`src/rtl/maindec_pkg.sv`:
```
// maindec_pkg: shared states, instruction classes, opcode patterns and ALUOp codes
// for the multicycle LEGv8 control sequencer.
package maindec_pkg;
    typedef enum logic [3:0] {
        FETCH  = 4'd0,
        DECODE = 4'd1,
        EXEC   = 4'd2,
        MEMRD  = 4'd3,
        MEMWR  = 4'd4,
        WB     = 4'd5,
        BRANCH = 4'd6,
        SKIP   = 4'd7,
        EXC    = 4'd8
    } state_t;

    typedef enum logic [3:0] {
        CL_INVALID, CL_RTYPE, CL_ADDI, CL_LOAD, CL_STORE,
        CL_CBZ, CL_CBNZ, CL_B, CL_MOVZ
    } class_t;

    // '?' bits are wildcards when matched with casez
    localparam logic [10:0] OP_ADD  = 11'b10001011000;
    localparam logic [10:0] OP_SUB  = 11'b11001011000;
    localparam logic [10:0] OP_AND  = 11'b10001010000;
    localparam logic [10:0] OP_ORR  = 11'b10101010000;
    localparam logic [10:0] OP_ADDI = 11'b1001000100?;
    localparam logic [10:0] OP_LDUR = 11'b11111000010;
    localparam logic [10:0] OP_STUR = 11'b11111000000;
    localparam logic [10:0] OP_CBZ  = 11'b10110100???;
    localparam logic [10:0] OP_CBNZ = 11'b10110101???;
    localparam logic [10:0] OP_B    = 11'b000101?????;
    localparam logic [10:0] OP_MOVZ = 11'b110100101??;

    localparam logic [1:0] ALUOP_ADD   = 2'b00;
    localparam logic [1:0] ALUOP_PASSB = 2'b01;
    localparam logic [1:0] ALUOP_RTYPE = 2'b10;
endpackage

```
`src/rtl/maindec_opclass_dec.sv`:
```
// opclass_dec: combinational opcode -> instruction class classifier,
// shared by the multicycle and pipelined decoders.
module opclass_dec
    import maindec_pkg::*;
(
    input  logic [10:0] i_op,
    output class_t      o_class
);
    always_comb begin
        casez (i_op)
            OP_ADD, OP_SUB, OP_AND, OP_ORR: o_class = CL_RTYPE;
            OP_ADDI: o_class = CL_ADDI;
            OP_LDUR: o_class = CL_LOAD;
            OP_STUR: o_class = CL_STORE;
            OP_CBZ:  o_class = CL_CBZ;
            OP_CBNZ: o_class = CL_CBNZ;
            OP_B:    o_class = CL_B;
            OP_MOVZ: o_class = CL_MOVZ;
            default: o_class = CL_INVALID;
        endcase
    end
endmodule

```
`src/rtl/maindec_mc.sv`:
```
// maindec_mc: multicycle LEGv8 control FSM with memory wait states and retire counter.
// Define MAINDEC_EXC_EN to trap invalid opcodes in a sticky EXC state with an exc output.
module maindec_mc
    import maindec_pkg::*;
#(
    parameter int OP_W  = 11,
    parameter int CNT_W = 32
) (
    input  logic             clk,
    input  logic             reset,
    input  logic [OP_W-1:0]  Op,
    input  logic             Zero,
    input  logic             imem_ready,
    input  logic             dmem_ready,
    output logic             IRWrite,
    output logic             PCWrite,
    output logic             PCSrc,
    output logic             Reg2Loc,
    output logic             ALUSrc,
    output logic             MemtoReg,
    output logic             RegWrite,
    output logic             MemRead,
    output logic             MemWrite,
    output logic [1:0]       ALUOp,
    output logic             imem_req,
    output logic [CNT_W-1:0] instr_count,
`ifdef MAINDEC_EXC_EN
    output logic             exc,
`endif
    output logic [3:0]       state_o
);
`ifdef MAINDEC_EXC_EN
    localparam state_t INV_NEXT = EXC;
`else
    localparam state_t INV_NEXT = SKIP;
`endif

    state_t           r_state, w_next;
    class_t           r_class, w_class;
    logic [CNT_W-1:0] r_count;
    logic             w_retire;

    opclass_dec u_opclass_dec (
        .i_op    (Op[10:0]),
        .o_class (w_class)
    );

    always_comb begin
        w_next = FETCH;
        case (r_state)
            FETCH:  w_next = imem_ready ? DECODE : FETCH;
            DECODE: w_next = (w_class == CL_CBZ || w_class == CL_CBNZ || w_class == CL_B) ? BRANCH :
                             (w_class == CL_INVALID) ? INV_NEXT : EXEC;
            EXEC:   w_next = (r_class == CL_LOAD) ? MEMRD : (r_class == CL_STORE) ? MEMWR : WB;
            MEMRD:  w_next = dmem_ready ? WB : MEMRD;
            MEMWR:  w_next = dmem_ready ? FETCH : MEMWR;
            EXC:    w_next = EXC;
            default: w_next = FETCH;
        endcase
    end

    assign w_retire = (r_state == WB) || (r_state == BRANCH) || (r_state == MEMWR && dmem_ready);

    always_ff @(posedge clk or negedge reset) begin
        if (!reset) begin
            r_state <= FETCH;
            r_class <= CL_INVALID;
            r_count <= '0;
        end else begin
            r_state <= w_next;
            if (r_state == DECODE) r_class <= w_class;
            if (w_retire) r_count <= r_count + CNT_W'(1);
        end
    end

    // Controls are gated by reset so nothing leaks out while the core is held
    always_comb begin
        IRWrite  = 1'b0;
        PCWrite  = 1'b0;
        PCSrc    = 1'b0;
        Reg2Loc  = 1'b0;
        ALUSrc   = 1'b0;
        MemtoReg = 1'b0;
        RegWrite = 1'b0;
        MemRead  = 1'b0;
        MemWrite = 1'b0;
        ALUOp    = ALUOP_ADD;
        imem_req = 1'b0;
`ifdef MAINDEC_EXC_EN
        exc      = 1'b0;
`endif
        if (reset) begin
            case (r_state)
                FETCH: begin
                    imem_req = 1'b1;
                    IRWrite  = imem_ready;
                end
                EXEC: begin
                    ALUOp   = (r_class == CL_RTYPE) ? ALUOP_RTYPE :
                              (r_class == CL_MOVZ) ? ALUOP_PASSB : ALUOP_ADD;
                    ALUSrc  = (r_class == CL_ADDI) || (r_class == CL_LOAD) ||
                              (r_class == CL_STORE) || (r_class == CL_MOVZ);
                    Reg2Loc = (r_class == CL_STORE);
                end
                MEMRD: begin
                    MemRead = 1'b1;
                    ALUSrc  = 1'b1;
                end
                MEMWR: begin
                    MemWrite = 1'b1;
                    Reg2Loc  = 1'b1;
                    ALUSrc   = 1'b1;
                    PCWrite  = dmem_ready;
                end
                WB: begin
                    RegWrite = 1'b1;
                    PCWrite  = 1'b1;
                    MemtoReg = (r_class == CL_LOAD);
                end
                BRANCH: begin
                    Reg2Loc = 1'b1;
                    ALUOp   = ALUOP_PASSB;
                    PCWrite = 1'b1;
                    PCSrc   = (r_class == CL_B) || (r_class == CL_CBZ && Zero) ||
                              (r_class == CL_CBNZ && !Zero);
                end
                SKIP: PCWrite = 1'b1;
`ifdef MAINDEC_EXC_EN
                EXC: exc = 1'b1;
`endif
                default: ;
            endcase
        end
    end

    assign instr_count = r_count;
    assign state_o     = r_state;
endmodule

```
`config.mk`:
```
export PLATFORM = sky130hd
export DESIGN_NAME = maindec_mc
export DESIGN_NICKNAME = d
export VERILOG_FILES = /design/src/rtl/maindec_pkg.sv /design/src/rtl/maindec_opclass_dec.sv /design/src/rtl/maindec_mc.sv
export SDC_FILE = /design/constraint.sdc
export NUM_CORES = 1
export LEC_CHECK = 0
export CORE_MARGIN = 1.5
export CORE_UTILIZATION = 55
export CTS_BUF_LIST = sky130_fd_sc_hd__clkbuf_8
export CTS_CLUSTER_DIAMETER = 150
export DETAILED_ROUTE_END_ITERATION = 10
export DONT_BUFFER_PORTS = 1
export PLACE_DENSITY = 0.7
export SETUP_SLACK_MARGIN = 0.4
export SYNTH_ARGS = -nofsm -noshare
export SYNTH_HDL_FRONTEND = slang
export SYNTH_SLANG_ARGS = --single-unit
export TNS_END_PERCENT = 30
```
`constraint.sdc`:
```
create_clock -name clk -period 2.27 [get_ports clk]
set_input_delay 0.3405 -clock clk [delete_from_list [all_inputs] [get_ports clk]]
set_output_delay 0.3405 -clock clk [all_outputs]
set_load 0.02 [all_outputs]
```
==> qor.txt <==
Fraction of the mapped netlist area in adder cells - 0.537%
Fin cells - 334
VDD IR max - 0.000676 V
Cells along the critical path - or3b_4, a21oi_2, o311ai_2, a21oi_4
Period utilization - 87.8%
IO buf count - 0
Post-synth EDFFs - 0
CP Launch Type - flop
# IOs - 64
Worst Skew - 0.00443 ns
Dpl hpwl - 3.69 mm
RSZ-0062 raised after global routing - true
Final #Nets - 300
Antenna violations before repair - 0
#FFs+latches synth - 40
Commonest non-fill, non-tap cells in the layout - buf_4 (38), dfrtp_1 (28), xor2_1 (20)
Slowest cell on the critical path - dfrtp_1
Hold/Removal Path Class - in2reg
Worst Setup End Kind - output pin
Cells after Synth - 237
Complex-gate fraction of the synthesized area - 5.37%
Largest family of logic cells by synthesized area - simple AND/OR/NAND/NOR gates
Post-DRT Antenna Nets - 0
Yosys cell types - 49
R2r setup slk - 0.31 ns
Die width - 68.1 um
CP Max Fanout - 2
Mapped Area - 0.00233 mm2
Clk buf depth - 2
ANT cells - 0
Top cells by area, synth - dfrtp_1 (43%), xor2_1 (7.5%), xnor2_1 (4.1%), nand4_1 (3.2%), nor3_1 (3.2%)
Final slew viol count - 0
Worst skew pair latency - 0.29 ns
Htree depth - 2
Minimum clock period - 1.99 ns
Worst path top cell family by delay - compound AO/OA/AOI/OAI gates
Yosys top cell area share - 42.9%
Peak Freq - 0.502 GHz
Num rows - 23
DRT Wirelength - 6.33 mm
Status - finished, final reports clean
Worst-path clk slew - 0.07 ns
CTS tree - done
Initial Util - 57.9%
Most common cell after layout, fill and taps aside - buf_4
Top FF cell, synth - dfrtp_1
Remaining DRCs - 0
Dpl cells - 299
Cell type with the largest total area after synthesis - dfrtp_1
Via density - 6.18
Die ar. - 0.00464 mm2
Routed len/inst - 18.9 um
Post-synthesis sequential area ratio - 42.9%
Setup CP Type - reg2out
Global-route wire length before repair - 8.97 mm
DIE HEIGHT - 68.1 um
Count of final setup violators - 0
Worst Path Required - 1.93 ns
XOR/XNOR Fraction of Synth Area - 11.6%
P_leak - 0.00139 uW
Slew headroom - 59.0%
Avg Cell Area, Syn - 9.84 um2
CP arrival - 1.65 ns
Drt pass-1 iters - 5
Layout cell share with drive strength beyond 1 - 40.8%
Initial DRC Count - 166
Synth warnings - 0
Via count - 2063
Area Overhead vs Synth - 35.9%
Root buf cell - clkbuf_8
Tightest Pin Transition - 0.607 ns
Pwr dens - 950 mW/mm2
Sink Count - 40
Largest stage delay on the critical path - 0.41 ns
Max cap viols - 0
Mux contribution to synthesized area - 1.83%
GR Util All Layers - 26.0%
CTS Buf Count - 5
Core ar. - 0.00403 mm2
Synth async-reset ratio - 100%
RD Place Congestion - 0.757
Post-route setup TNS - 0 ns
Synth Area in Simple Gates - 32.6%
Final hold violations - 0
Crit path buf inv count - 0
Largest net degree at the start of global routing - 41
Vias in the first global route - 1965
GRT overflow - 0
Synthesized net count - 254
routing by layer:
metal,global-route usage (%),wire length [um],up-vias
li1,-,-,952
met1,31.4,2490,1014
met2,44.5,3280,89
met3,6.58,460,8
met4,9.25,93,0
met5,0,0,-
worst paths after layout:
check,startpoint,endpoint,cells past startpoint
worst min-delay path,dmem_ready,state_o[1]$_DFF_PN0_,3
worst max-delay path,r_class[1]$_DFFE_PN0N_,ALUSrc,4
max in group asynchronous,reset,state_o[3]$_DFF_PN0_,2
min in group asynchronous,reset,instr_count[19]$_DFFE_PN0P_,2
worst max register to register,instr_count[9]$_DFFE_PN0P_,instr_count[27]$_DFFE_PN0P_,5
worst min register to register,instr_count[6]$_DFFE_PN0P_,instr_count[6]$_DFFE_PN0P_,1
cell usage after synthesis (3+ instances only):
cell type and number:
dfrtp_1 40, xor2_1 20, nor3_1 15, nor2_1 14, nand2_1 13, nand4_1 12
inv_1 11, xnor2_1 11, nor4_1 10, nand3_1 9, and2_1 4, buf_6 4
clkbuf_1 4, nor2b_1 4, nor3b_1 4, o21ai_0 4, or4_1 4, a21oi_1 3
and3b_1 3, nand4b_1 3, nor4_2 3, nor4b_1 3, nor4bb_1 3, o21a_1 3
or3_1 3
flip-flops by register name, indices dropped and copies added, names as in the netlist:
register / cells
instr_count: 32
r_class: 4
state_o: 4
power breakdown:
| part | internal, uW | leakage, uW | switching (uW) | total [uW] |
|---|---|---|---|---|
| clock | 322 | 0.0000593 | 244 | 565 |
| combinational | 605 | 0.000862 | 678 | 1280 |
| sequential | 871 | 0.000469 | 290 | 1160 |
| total | 1800 | 0.00139 | 1210 | 3010 |
what timing repair did:
action / 4_1_cts / 5_1_grt
endpoints found under the setup margin: 32 / 36
endpoints found under the hold margin: 40 / 0
hold buffers: 2 / 0
gates resized for setup: 39 / 28
cloned: 2 / 1
buffers inserted: 10 / 12
pin swaps: 9 / 16
layout make-up:
type / instances / area (um2)
Tap cell: 50 / 62.6
Fill cell: 242 / 862
Sequential cell: 40 / 1020
Inverter: 11 / 41.3
Clock inverter: 3 / 38.8
Multi-Input combinational cell: 176 / 1500
Clock buffer: 5 / 68.8
Timing Repair Buffer: 49 / 439
stage by stage:
step | util (%) | power [uW] | area, um2 | worst slack, ns | hold slack (ns)
after detailed placement | 62.9 | 2020 | 2530 | 0.143 | 0.0460
after floorplan | - | 1770 | 2380 | 0.243 | 0.0449
after CTS | 73.2 | 2820 | 2950 | 0.287 | 0.303
final | 78.6 | 3010 | 3170 | 0.278 | 0.312
after global routing | 78.6 | 3160 | 3170 | 0.230 | 0.335
after global placement | 62.9 | 1990 | 2530 | 0.163 | 0.0460
kinds of logic (layout without fill, tap and decap cells):
logic type | count (synthesis) | count (layout)
buffers and inverters | 22 | 68
multiplexers | 4 | 4
flip-flops | 40 | 40
XOR/XNOR | 31 | 31
AO/OA/AOI/OAI | 18 | 18
adder cells (fa/ha/maj) | 1 | 1
AND/OR/NAND/NOR | 121 | 122
worst reg2reg max path: cells and delay by family, from the launching register on:
kind / cells / cell delay, ns
buffers and inverters: 1 / 0.18
XOR/XNOR: 1 / 0.20
flip-flops: 1 / 0.47
AND/OR/NAND/NOR: 3 / 1.02
Note: power is estimated with default switching activity, not from simulation.
